[src/rtl/demux_pkg.sv]
// Shared types and widths for the demux scan sequencer.
// Holds the FSM/mode encodings and the scan-range advance rule.
package demux_pkg;

    localparam int CH_W  = 5;
    localparam int DIV_W = 24;
    localparam int PH_W  = 4;

    typedef enum logic [2:0] {
        IDLE,
        SETUP,
        WRITE,
        HOLD,
        DWELL
    } state_e;

    typedef enum logic {
        MANUAL,
        SCAN
    } mode_e;

    // Next channel of a scan range; the 5-bit add wraps 31 -> 0 so first > last is legal.
    function automatic logic [CH_W-1:0] scan_next(input logic [CH_W-1:0] cur,
                                                  input logic [CH_W-1:0] first,
                                                  input logic [CH_W-1:0] last);
        return (cur == last) ? first : cur + CH_W'(1);
    endfunction

endpackage

[src/rtl/demux_phase_timer.sv]
// Loadable down-counter timing one strobe phase (SETUP, WRITE or HOLD).
// done is high once the loaded number of cycles has elapsed.
module demux_phase_timer
    import demux_pkg::*;
(
    input  logic            clk,
    input  logic            rst,
    input  logic            load,
    input  logic [PH_W-1:0] load_val,
    output logic            done
);

    logic [PH_W-1:0] cnt_q;
    logic [PH_W-1:0] cnt_d;

    always_comb begin
        cnt_d = cnt_q;
        if (load) begin
            cnt_d = load_val - PH_W'(1);
        end else if (cnt_q != '0) begin
            cnt_d = cnt_q - PH_W'(1);
        end
    end

    always_ff @(posedge clk) begin
        if (rst) begin
            cnt_q <= '0;
        end else begin
            cnt_q <= cnt_d;
        end
    end

    assign done = (cnt_q == '0);

endmodule

[src/rtl/demux_scan_sequencer.sv]
// Break-before-make sequencer for the 32-channel analog demux bus, shared
// between a priority host request port and an internal auto-scan engine.
module demux_scan_sequencer
    import demux_pkg::*;
#(
    parameter logic [DIV_W-1:0] CLK_DIVIDER = 24'd10000000,
    parameter logic [PH_W-1:0]  SETUP_CYC   = 4'd2,
    parameter logic [PH_W-1:0]  WR_CYC      = 4'd2,
    parameter logic [PH_W-1:0]  HOLD_CYC    = 4'd1
) (
    input  logic            clk,
    input  logic            rst,
    input  logic            scan_en,
    input  logic [CH_W-1:0] scan_first,
    input  logic [CH_W-1:0] scan_last,
    input  logic            req_valid,
    input  logic [CH_W-1:0] req_ch,
    output logic            req_ready,
    output logic            ena,
    output logic            wr,
    output logic            cs,
    output logic [CH_W-1:0] set_ch,
    output logic [CH_W-1:0] cur_ch,
    output logic            ch_valid,
    output logic            busy
);

    state_e           state_q, state_d;
    mode_e            mode_q, mode_d;
    logic [DIV_W-1:0] dwell_q, dwell_d;
    logic [DIV_W-1:0] dwell_base;
    logic [CH_W-1:0]  cur_ch_q, cur_ch_d;
    logic [CH_W-1:0]  target;
    logic             ena_q, ena_d;
    logic             wr_q, wr_d;
    logic             cs_q, cs_d;
    logic             ch_valid_q, ch_valid_d;
    logic             busy_q, busy_d;
    logic             req_ready_q, req_ready_d;
    logic             accept;
    logic             launch;
    logic             tmr_load;
    logic [PH_W-1:0]  tmr_val;
    logic             tmr_done;

    demux_phase_timer u_phase_timer (
        .clk      (clk),
        .rst      (rst),
        .load     (tmr_load),
        .load_val (tmr_val),
        .done     (tmr_done)
    );

    always_comb begin
        state_d    = state_q;
        mode_d     = mode_q;
        dwell_d    = dwell_q;
        dwell_base = dwell_q;
        cur_ch_d   = cur_ch_q;
        target     = cur_ch_q;
        launch     = 1'b0;
        tmr_load   = 1'b0;
        tmr_val    = SETUP_CYC;
        accept     = req_valid && req_ready_q;

        case (state_q)
            IDLE: begin
                if (accept) begin
                    launch = 1'b1;
                    target = req_ch;
                    mode_d = MANUAL;
                end else if (scan_en) begin
                    launch = 1'b1;
                    target = scan_first;
                    mode_d = SCAN;
                end
            end
            SETUP: begin
                if (tmr_done) begin
                    state_d  = WRITE;
                    tmr_load = 1'b1;
                    tmr_val  = WR_CYC;
                end
            end
            WRITE: begin
                if (tmr_done) begin
                    state_d  = HOLD;
                    tmr_load = 1'b1;
                    tmr_val  = HOLD_CYC;
                end
            end
            HOLD: begin
                if (tmr_done) begin
                    state_d = DWELL;
                    dwell_d = '0;
                end
            end
            DWELL: begin
                // A manual channel picked up by scan restarts its dwell count from zero.
                dwell_base = (mode_q == MANUAL) ? '0 : dwell_q;
                if (accept) begin
                    launch = 1'b1;
                    target = req_ch;
                    mode_d = MANUAL;
                end else if (scan_en) begin
                    mode_d = SCAN;
                    if (dwell_base == CLK_DIVIDER - DIV_W'(1)) begin
                        launch = 1'b1;
                        target = scan_next(cur_ch_q, scan_first, scan_last);
                    end else begin
                        dwell_d = dwell_base + DIV_W'(1);
                    end
                end
            end
            default: state_d = IDLE;
        endcase

        if (launch) begin
            state_d  = SETUP;
            cur_ch_d = target;
            tmr_load = 1'b1;
            tmr_val  = SETUP_CYC;
        end

        ena_d       = (state_d == DWELL);
        wr_d        = (state_d == WRITE);
        busy_d      = (state_d == SETUP) || (state_d == WRITE) || (state_d == HOLD);
        cs_d        = busy_d;
        ch_valid_d  = (state_d == DWELL) && (state_q != DWELL);
        req_ready_d = (state_d == IDLE) || (state_d == DWELL);
    end

    always_ff @(posedge clk) begin
        if (rst) begin
            state_q     <= IDLE;
            mode_q      <= MANUAL;
            dwell_q     <= '0;
            cur_ch_q    <= '0;
            ena_q       <= 1'b0;
            wr_q        <= 1'b0;
            cs_q        <= 1'b0;
            ch_valid_q  <= 1'b0;
            busy_q      <= 1'b0;
            req_ready_q <= 1'b0;
        end else begin
            state_q     <= state_d;
            mode_q      <= mode_d;
            dwell_q     <= dwell_d;
            cur_ch_q    <= cur_ch_d;
            ena_q       <= ena_d;
            wr_q        <= wr_d;
            cs_q        <= cs_d;
            ch_valid_q  <= ch_valid_d;
            busy_q      <= busy_d;
            req_ready_q <= req_ready_d;
        end
    end

    assign req_ready = req_ready_q;
    assign ena       = ena_q;
    assign wr        = wr_q;
    assign cs        = cs_q;
    assign set_ch    = cur_ch_q;
    assign cur_ch    = cur_ch_q;
    assign ch_valid  = ch_valid_q;
    assign busy      = busy_q;

endmodule

[config.mk]
export PLATFORM = sky130hd
export DESIGN_NAME = demux_scan_sequencer
export DESIGN_NICKNAME = d
export VERILOG_FILES = /design/src/rtl/demux_pkg.sv /design/src/rtl/demux_phase_timer.sv /design/src/rtl/demux_scan_sequencer.sv
export SDC_FILE = /design/constraint.sdc
export NUM_CORES = 1
export LEC_CHECK = 0
export CAP_MARGIN = 20
export CORE_MARGIN = 10
export CORE_UTILIZATION = 49
export DETAILED_ROUTE_END_ITERATION = 6
export PLACE_DENSITY = 0.76
export SLEW_MARGIN = 25
export SYNTH_ARGS = -nofsm -noshare
export SYNTH_HDL_FRONTEND = slang
export SYNTH_SLANG_ARGS = --single-unit
[constraint.sdc]
create_clock -name clk -period 2.97 [get_ports clk]
set_input_delay 0.7425 -clock clk [delete_from_list [all_inputs] [get_ports clk]]
set_output_delay 0.7425 -clock clk [all_outputs]
set_load 0.1 [all_outputs]
==> results of run 1 <==
[worst paths after layout]
| path | endpoint | slack [ns] | start | cells after the start |
|---|---|---|---|---|
| worst min register to register | dwell_q[20]$_SDFFE_PP0P_ | 0.49 | dwell_q[20]$_SDFFE_PP0P_ | 1 |
| worst max register to register | u_phase_timer.cnt_q[2]$_SDFFE_PP0P_ | 0.28 | dwell_q[0]$_SDFFE_PP0P_ | 10 |
| worst max-delay path | u_phase_timer.cnt_q[2]$_SDFFE_PP0P_ | 0.28 | dwell_q[0]$_SDFFE_PP0P_ | 10 |
| worst min-delay path | dwell_q[20]$_SDFFE_PP0P_ | 0.49 | dwell_q[20]$_SDFFE_PP0P_ | 1 |
[kinds of logic (layout without fill, tap and decap cells)]
family | after synthesis | after routing
xor gates and xnor gates | 10 | 10
muxes | 5 | 5
AOI/OAI and AO/OA | 80 | 80
buffers and inverters | 30 | 52
and+or+nand+nor | 139 | 139
adders and majority gates | 3 | 3
DFF | 42 | 42
[flip-flops by register name, indices dropped and copies added, names as in the netlist]
name and count:
ch_valid 1, cur_ch 5, wr 1, dwell_q 24, mode_q 1, state_q 3, req_ready 1, busy 1
ena 1, u_phase_timer.cnt_q 4
[power by group]
part	switching [mW]	internal [mW]
sequential	0.101	0.633
combinational	0.767	0.298
clock	0.207	0.337
[final cells by class]
class,count,area share
Inverter,3,0.00380
Timing Repair Buffer,41,0.123
Sequential cell,42,0.284
Tap cell,70,0.0295
Clock buffer,5,0.0232
Multi-Input combinational cell,237,0.514
Clock inverter,3,0.0232
[through the flow]
stage | std cells | hold slack (ns)
floorplan | 309 | 0.433
finish | 401 | 0.490
detailed placement | 393 | 0.469
CTS | 401 | 0.482
global route | 401 | 0.516
global placement | 393 | 0.456
[per-layer routing]
metal	vias to the layer above	wire length, um	part of all wire
met3	7	242	0.038
met1	1153	2950	0.46
met5	-	0	0
met2	54	3160	0.49
met4	0	90	0.014
li1	1193	-	-
[cell usage in the layout, fill, tap and decap left out, types with 3 or more instances in the layout]
| master | instances |
|---|---|
| a211oi_1 | 3 |
| a21oi_1 | 21 |
| a31oi_1 | 5 |
| and2_1 | 12 |
| and3_1 | 7 |
| and4_1 | 4 |
| buf_4 | 22 |
| clkbuf_8 | 5 |
| clkdlybuf4s50_1 | 18 |
| dfxtp_1 | 42 |
| ha_1 | 3 |
| inv_1 | 3 |
| mux2i_1 | 5 |
| nand2_1 | 19 |
| nand2b_1 | 5 |
| nand3_1 | 16 |
| nand4_1 | 9 |
| nand4b_1 | 3 |
| nor2_1 | 20 |
| nor3_1 | 12 |
| nor4b_1 | 3 |
| o211ai_1 | 12 |
| o21ai_0 | 12 |
| o21ai_1 | 7 |
| o31ai_1 | 5 |
| or3_1 | 4 |
| or4_1 | 7 |
| xnor2_1 | 4 |
| xor2_1 | 6 |
==> summary.txt, run 1 <==
CP Launch Type: flip-flop
Grt met2 use: 0.247
Most Frequent Cell on Critical Path: ha_1
Mapped cell area: 2510 sq um
Worst-Skew Late Latency: 0.30 ns
DRT Pass-1 Iters: 4
CP max-delay cell: or4_1
Mux contribution to synthesized area: 0.0199
Layout Nets: 352
Worst VDD drop: 0.608 mV
Max-capacitance violation count: 0
Post-synth EDFFs: 0
Compound-Gate Fraction of Synth Area: 0.204
Post-synthesis adder-cell area fraction: 0.0149
Die area: 8400 sq um
Final WS setup: 0.277 ns
Die Span Y: 91.6 um
Met1 usage: 0.199
Rows: 26
FILL cells: 442
GRT Residual Overflow: 0
Buffers & Inverters on Critical Path: 0
Yosys warns: 0
FF+latch area: 841 sq um
Final Setup Violations: 0
CP max FO: 6
Die width: 91.6 um
Worst slew pin tran: 0.584 ns
CTS Hold Buffers Added: 0
Clk sinks: 42
Setup crit end kind: flip-flop
Lkg Pwr: 1.09 nW
Utilization after layout: 0.588
Largest family of logic cells by synthesized area: simple AND/OR/NAND/NOR gates
#FFs+latches synth: 42
Via-to-Cell Ratio: 6.00
CP required: 3.20 ns
DRT iter0 DRCs: 169
Mapped Cells: 309
Final hold violation count: 0
Gr usage total: 0.153
Status: finished, final reports clean
Tightest Hold Check Type: reg -> reg
Sequential fraction of the synthesis area: 0.334
Xor and xnor area share after synthesis: 0.0348
Top FF cell, synth: dfxtp_1
Met3 usage: 0.0244
Synth-to-Final Area Change: 17.9%
Synth top area share: 0.334
# H-tree levels: 2
DRC Markers: 0
Antenna cells: 0
Clock Skew: 0.0102 ns
GRT busiest layer: met2
CP arrival: 2.92 ns
Tot Pwr: 2.34 mW
Vias post-DR: 2407
Clk pin slew, worst setup/hold paths: 0.09 ns
Routed wire length: 6440 um
Layout cells sized above 1: 0.127
ANT nets after route: 0
Setup tns final: 0 ns
Core Region: 5040 sq um
Power per cell area: 790 nW/um^2
Number of port buffers: 34
CP Class: reg -> reg
I/O pin count: 35
CTS tree: built
Finished layout cell area: 2970 sq um
Relative slew slack: 0.609
Post-CTS sizing: 0
Tmin final: 2.69 ns
Top cell type by total area after synthesis: dfxtp_1
Pre-CTS setup slack: 0.291 ns
Final Max Tran Viols: 0
Clk buf depth: 2
Fin crit share: 0.907
Unrepaired setup endpoints after global routing: false
Placement Cell Area: 2830 sq um
Mean post-synth cell area: 8.14 sq um
Placer Congestion: 0.891
Async SR Flop Fraction: 0
Post-CTS Setup Bufs: 0
Area of the multi-input gates: 1520 sq um
CTS Buf Count: 5
Clock tree root driver cell: clkbuf_8
Most common cell in the netlist: dfxtp_1
Delay-heaviest family, CP: simple AND/OR/NAND/NOR gates
Initial Util: 0.499
Syn nets: 331
Fmax: 371 MHz
Top post-synthesis cells by area: dfxtp_1 33%, a21oi_1 4.2%, o211ai_1 3.6%, nand3_1 3.2%, and2_1 3.0%
Commonest cells in the netlist: 42 x dfxtp_1, 21 x a21oi_1, 20 x nor2_1, 19 x nand2_1, 16 x nand3_1
Dpl hpwl: 4710 um
Number of global-route vias before repair: 2258
Critical Path Max Stage Delay: 0.56 ns
First-pass GRT wire length: 11000 um
Unique masters post-synth: 57
Initial antenna violation count: 0
Largest net degree at the start of global routing: 32
Crit-path cells: and2_1, ha_1, and4_1, nand2_2, or4_1, a31oi_1, nor3_1, ha_1, nand3b_1, o22ai_1
Per-cell routed wire length: 16.1 um
Simple-gate portion of the synthesized area: 0.331
(Power assumes the default switching activity.)
==> run 2, diff against run 1 <==
CORE_UTILIZATION = 30   (was 49)
PLACE_DENSITY = unset   (was 0.76)
SKIP_LAST_GASP = 1   (was unset)
clock period = 2.7 ns   (was 2.97 ns; I/O delays follow)
==> run 2 against run 1 <==
Power rose by 12%; register-to-register slack got worse by 0.07 ns; non-clock buffer count rose by 12; clock power rose by 12%; highest routed layer unchanged; die area rose by 48%; sequential share of layout area fell by 1.2 points; clock-buffer cell count did not move; critical path depth did not move.
==> summary.txt, run 2 (synthesis gave the netlist of run 1 again) <==
Sw Ratio: 0.458 (was 0.459)
R2R cell count: 10 (unchanged)
Worst slew pin tran: 0.524 ns (was 0.584 ns)
Antenna cells: 0 (unchanged)
Core Region: 8180 sq um (was 5040 sq um)
Final hold violation count: 0 (unchanged)
Worst R2R End: u_phase_timer.cnt_q[2]$_SDFFE_PP0P_ (unchanged)
CP required: 2.92 ns (was 3.20 ns)
GRT Residual Overflow: 0 (unchanged)
Die area: 12400 sq um (was 8400 sq um)
FILL cells: 866 (was 442)
CTS tree: built (unchanged)
Final WS setup: 0.204 ns (was 0.277 ns)
Layout cells sized above 1: 0.172 (was 0.127)
CP max FO: 6 (unchanged)
Clock Skew: 0.00864 ns (was 0.0102 ns)
Cells on Worst Hold Path: 1 (unchanged)
Hold endpoint: dwell_q[20]$_SDFFE_PP0P_ (unchanged)
First-pass GRT wire length: 12100 um (was 11000 um)
DRC Markers: 0 (unchanged)
Most frequent cells in the layout: 41 x dfxtp_1, 35 x buf_4, 21 x a21oi_1 (was 42 x dfxtp_1, 22 x buf_4, 21 x a21oi_1)
Int Pwr: 1.43 mW (was 1.27 mW)
Clk sinks: 42 (unchanged)
Number of flip-flops under the largest register name: 24 (unchanged)
Largest net degree at the start of global routing: 16 (was 32)
Number of global-route vias before repair: 2399 (was 2258)
Tightest Hold Check Type: reg -> reg (unchanged)
Final Setup Violations: 0 (unchanged)
Pre-CTS setup slack: 0.204 ns (was 0.291 ns)
Placer Congestion: 0.876 (was 0.891)
CP Class: reg -> reg (unchanged)
Commonest non-fill, non-tap cell in the layout: dfxtp_1 (unchanged)
Status: finished, final reports clean (unchanged)
Via-to-Cell Ratio: 5.45 (was 6.00)
Worst-Skew Late Latency: 0.30 ns (about the same)
Switching power: 1.21 mW (was 1.08 mW)
Hold path startpoint: dwell_q[20]$_SDFFE_PP0P_ (unchanged)
I/O pin count: 35 (unchanged)
Unrepaired setup endpoints after global routing: false (unchanged)
Per-cell routed wire length: 15.7 um (was 16.1 um)
Relative slew slack: 0.650 (was 0.609)
Flop pwr share: 0.307 (was 0.313)
Initial Util: 0.308 (was 0.499)
Tmin final: 2.50 ns (was 2.69 ns)
DRT iter0 DRCs: 160 (was 169)
Placement Cell Area: 2960 sq um (was 2830 sq um)
Routed wire length: 7030 um (was 6440 um)
Fmax: 401 MHz (was 371 MHz)
Reg2reg start: dwell_q[0]$_SDFFE_PP0P_ (unchanged)
Lkg Pwr: 1.14 nW (was 1.09 nW)
Number of port buffers: 34 (unchanged)
ANT nets after route: 0 (unchanged)
CTS Buf Count: 5 (unchanged)
Combinational share of power: 0.462 (was 0.455)
Clock tree root driver cell: clkbuf_8 (unchanged)
Setup crit end kind: flip-flop (unchanged)
Layout Nets: 364 (was 352)
Setup tns final: 0 ns (unchanged)
CP arrival: 2.72 ns (was 2.92 ns)
Power per cell area: 848 nW/um^2 (was 790 nW/um^2)
Clk buf depth: 2 (unchanged)
Tot Pwr: 2.63 mW (was 2.34 mW)
Clock power share: 0.231 (was 0.232)
Vias post-DR: 2441 (was 2407)
Synth-to-Final Area Change: 23.3% (was 17.9%)
Die Span Y: 112 um (was 91.6 um)
CP Launch Type: flip-flop (unchanged)
R2R Setup Slk: 0.20 ns (was 0.28 ns)
Finished layout cell area: 3100 sq um (was 2970 sq um)
Largest register by flop count: dwell_q (unchanged)
Final Max Tran Viols: 0 (unchanged)
Initial antenna violation count: 0 (unchanged)
Max-capacitance violation count: 0 (unchanged)
Rows: 33 (was 26)
Clk pin slew, worst setup/hold paths: 0.09 ns (about the same)
Fin crit share: 0.924 (was 0.907)
Dpl hpwl: 5210 um (was 4710 um)
DRT Pass-1 Iters: 4 (unchanged)
Gr usage total: 0.112 (was 0.153)
Die width: 112 um (was 91.6 um)
Worst VDD drop: 0.472 mV (was 0.608 mV)
# H-tree levels: 2 (unchanged)
## run 2: worst max path at each step
stage | depth (start not counted) | endpoint | slack, ns | start
2_1_floorplan | 13 | u_phase_timer.cnt_q[2]$_SDFFE_PP0P_ | 0.01 | mode_q$_SDFFE_PP0P_
5_1_grt | 10 | u_phase_timer.cnt_q[2]$_SDFFE_PP0P_ | 0.009 | dwell_q[0]$_SDFFE_PP0P_
4_1_cts | 10 | u_phase_timer.cnt_q[2]$_SDFFE_PP0P_ | 0.18 | mode_q$_SDFFE_PP0P_
3_5_place_dp | 5 | dwell_q[8]$_SDFFE_PP0P_ | 0.20 | scan_en
6_report | 10 | u_phase_timer.cnt_q[2]$_SDFFE_PP0P_ | 0.20 | dwell_q[0]$_SDFFE_PP0P_
3_3_place_gp | 5 | dwell_q[8]$_SDFFE_PP0P_ | 0.21 | scan_en
## run 2: worst max-delay path, cell delays in order, from the launching register on
cell and delay (ns):
dfxtp_1 0.37, and2_1 0.18, ha_2 0.21, and4_4 0.25
nand2_2 0.09, or4_1 0.55, a31oi_2 0.21, nor3_1 0.08
ha_2 0.19, nand3b_1 0.14, o22ai_1 0.16
## run 2: metal layers
metal  vias up  part of all wire  routed length [um]  GRT usage
li1       1222                 -                   -          -
met5         -                 0                   0          0
met2        55              0.45                3180      0.174
met1      1151              0.49                3410      0.149
met4         0             0.020                 142     0.0514
met3        13             0.042                 294     0.0199
## run 2: layout make-up
cell class	count	area (sq um)	area share
well taps	105	131	0.0424
inverters	3	11.3	0.00363
clock buffers	5	68.8	0.0222
clock inverters	3	68.8	0.0222
repair buffers	53	443	0.143
flip-flops and latches	42	842	0.271
multi-input cells	237	1540	0.495
## run 2: what timing repair did
action	4_1_cts	5_1_grt
setup endpoints to repair	0	2
hold endpoints to repair	0	0
hold buffers	0	0
gates resized for setup	0	1
setup buffers	0	0
## run 2: power groups by stage
| stage | combinational, mW | clock, mW | sequential, mW |
|---|---|---|---|
| floorplan | 0.700 | 0 | 1.10 |
| global placement | 1.22 | 0 | 0.820 |
| global route | 1.30 | 0.641 | 0.826 |
| detailed placement | 1.21 | 0 | 0.822 |
| CTS | 1.22 | 0.624 | 0.807 |
| finish | 1.22 | 0.609 | 0.807 |
## run 2: metrics by stage
step,utilization,hold slack [ns],instances
2_1_floorplan,-,0.433,309
3_3_place_gp,0.362,0.451,440
3_5_place_dp,0.362,0.468,440
4_1_cts,0.379,0.480,448
5_1_grt,0.379,0.492,448
6_report,0.379,0.477,448
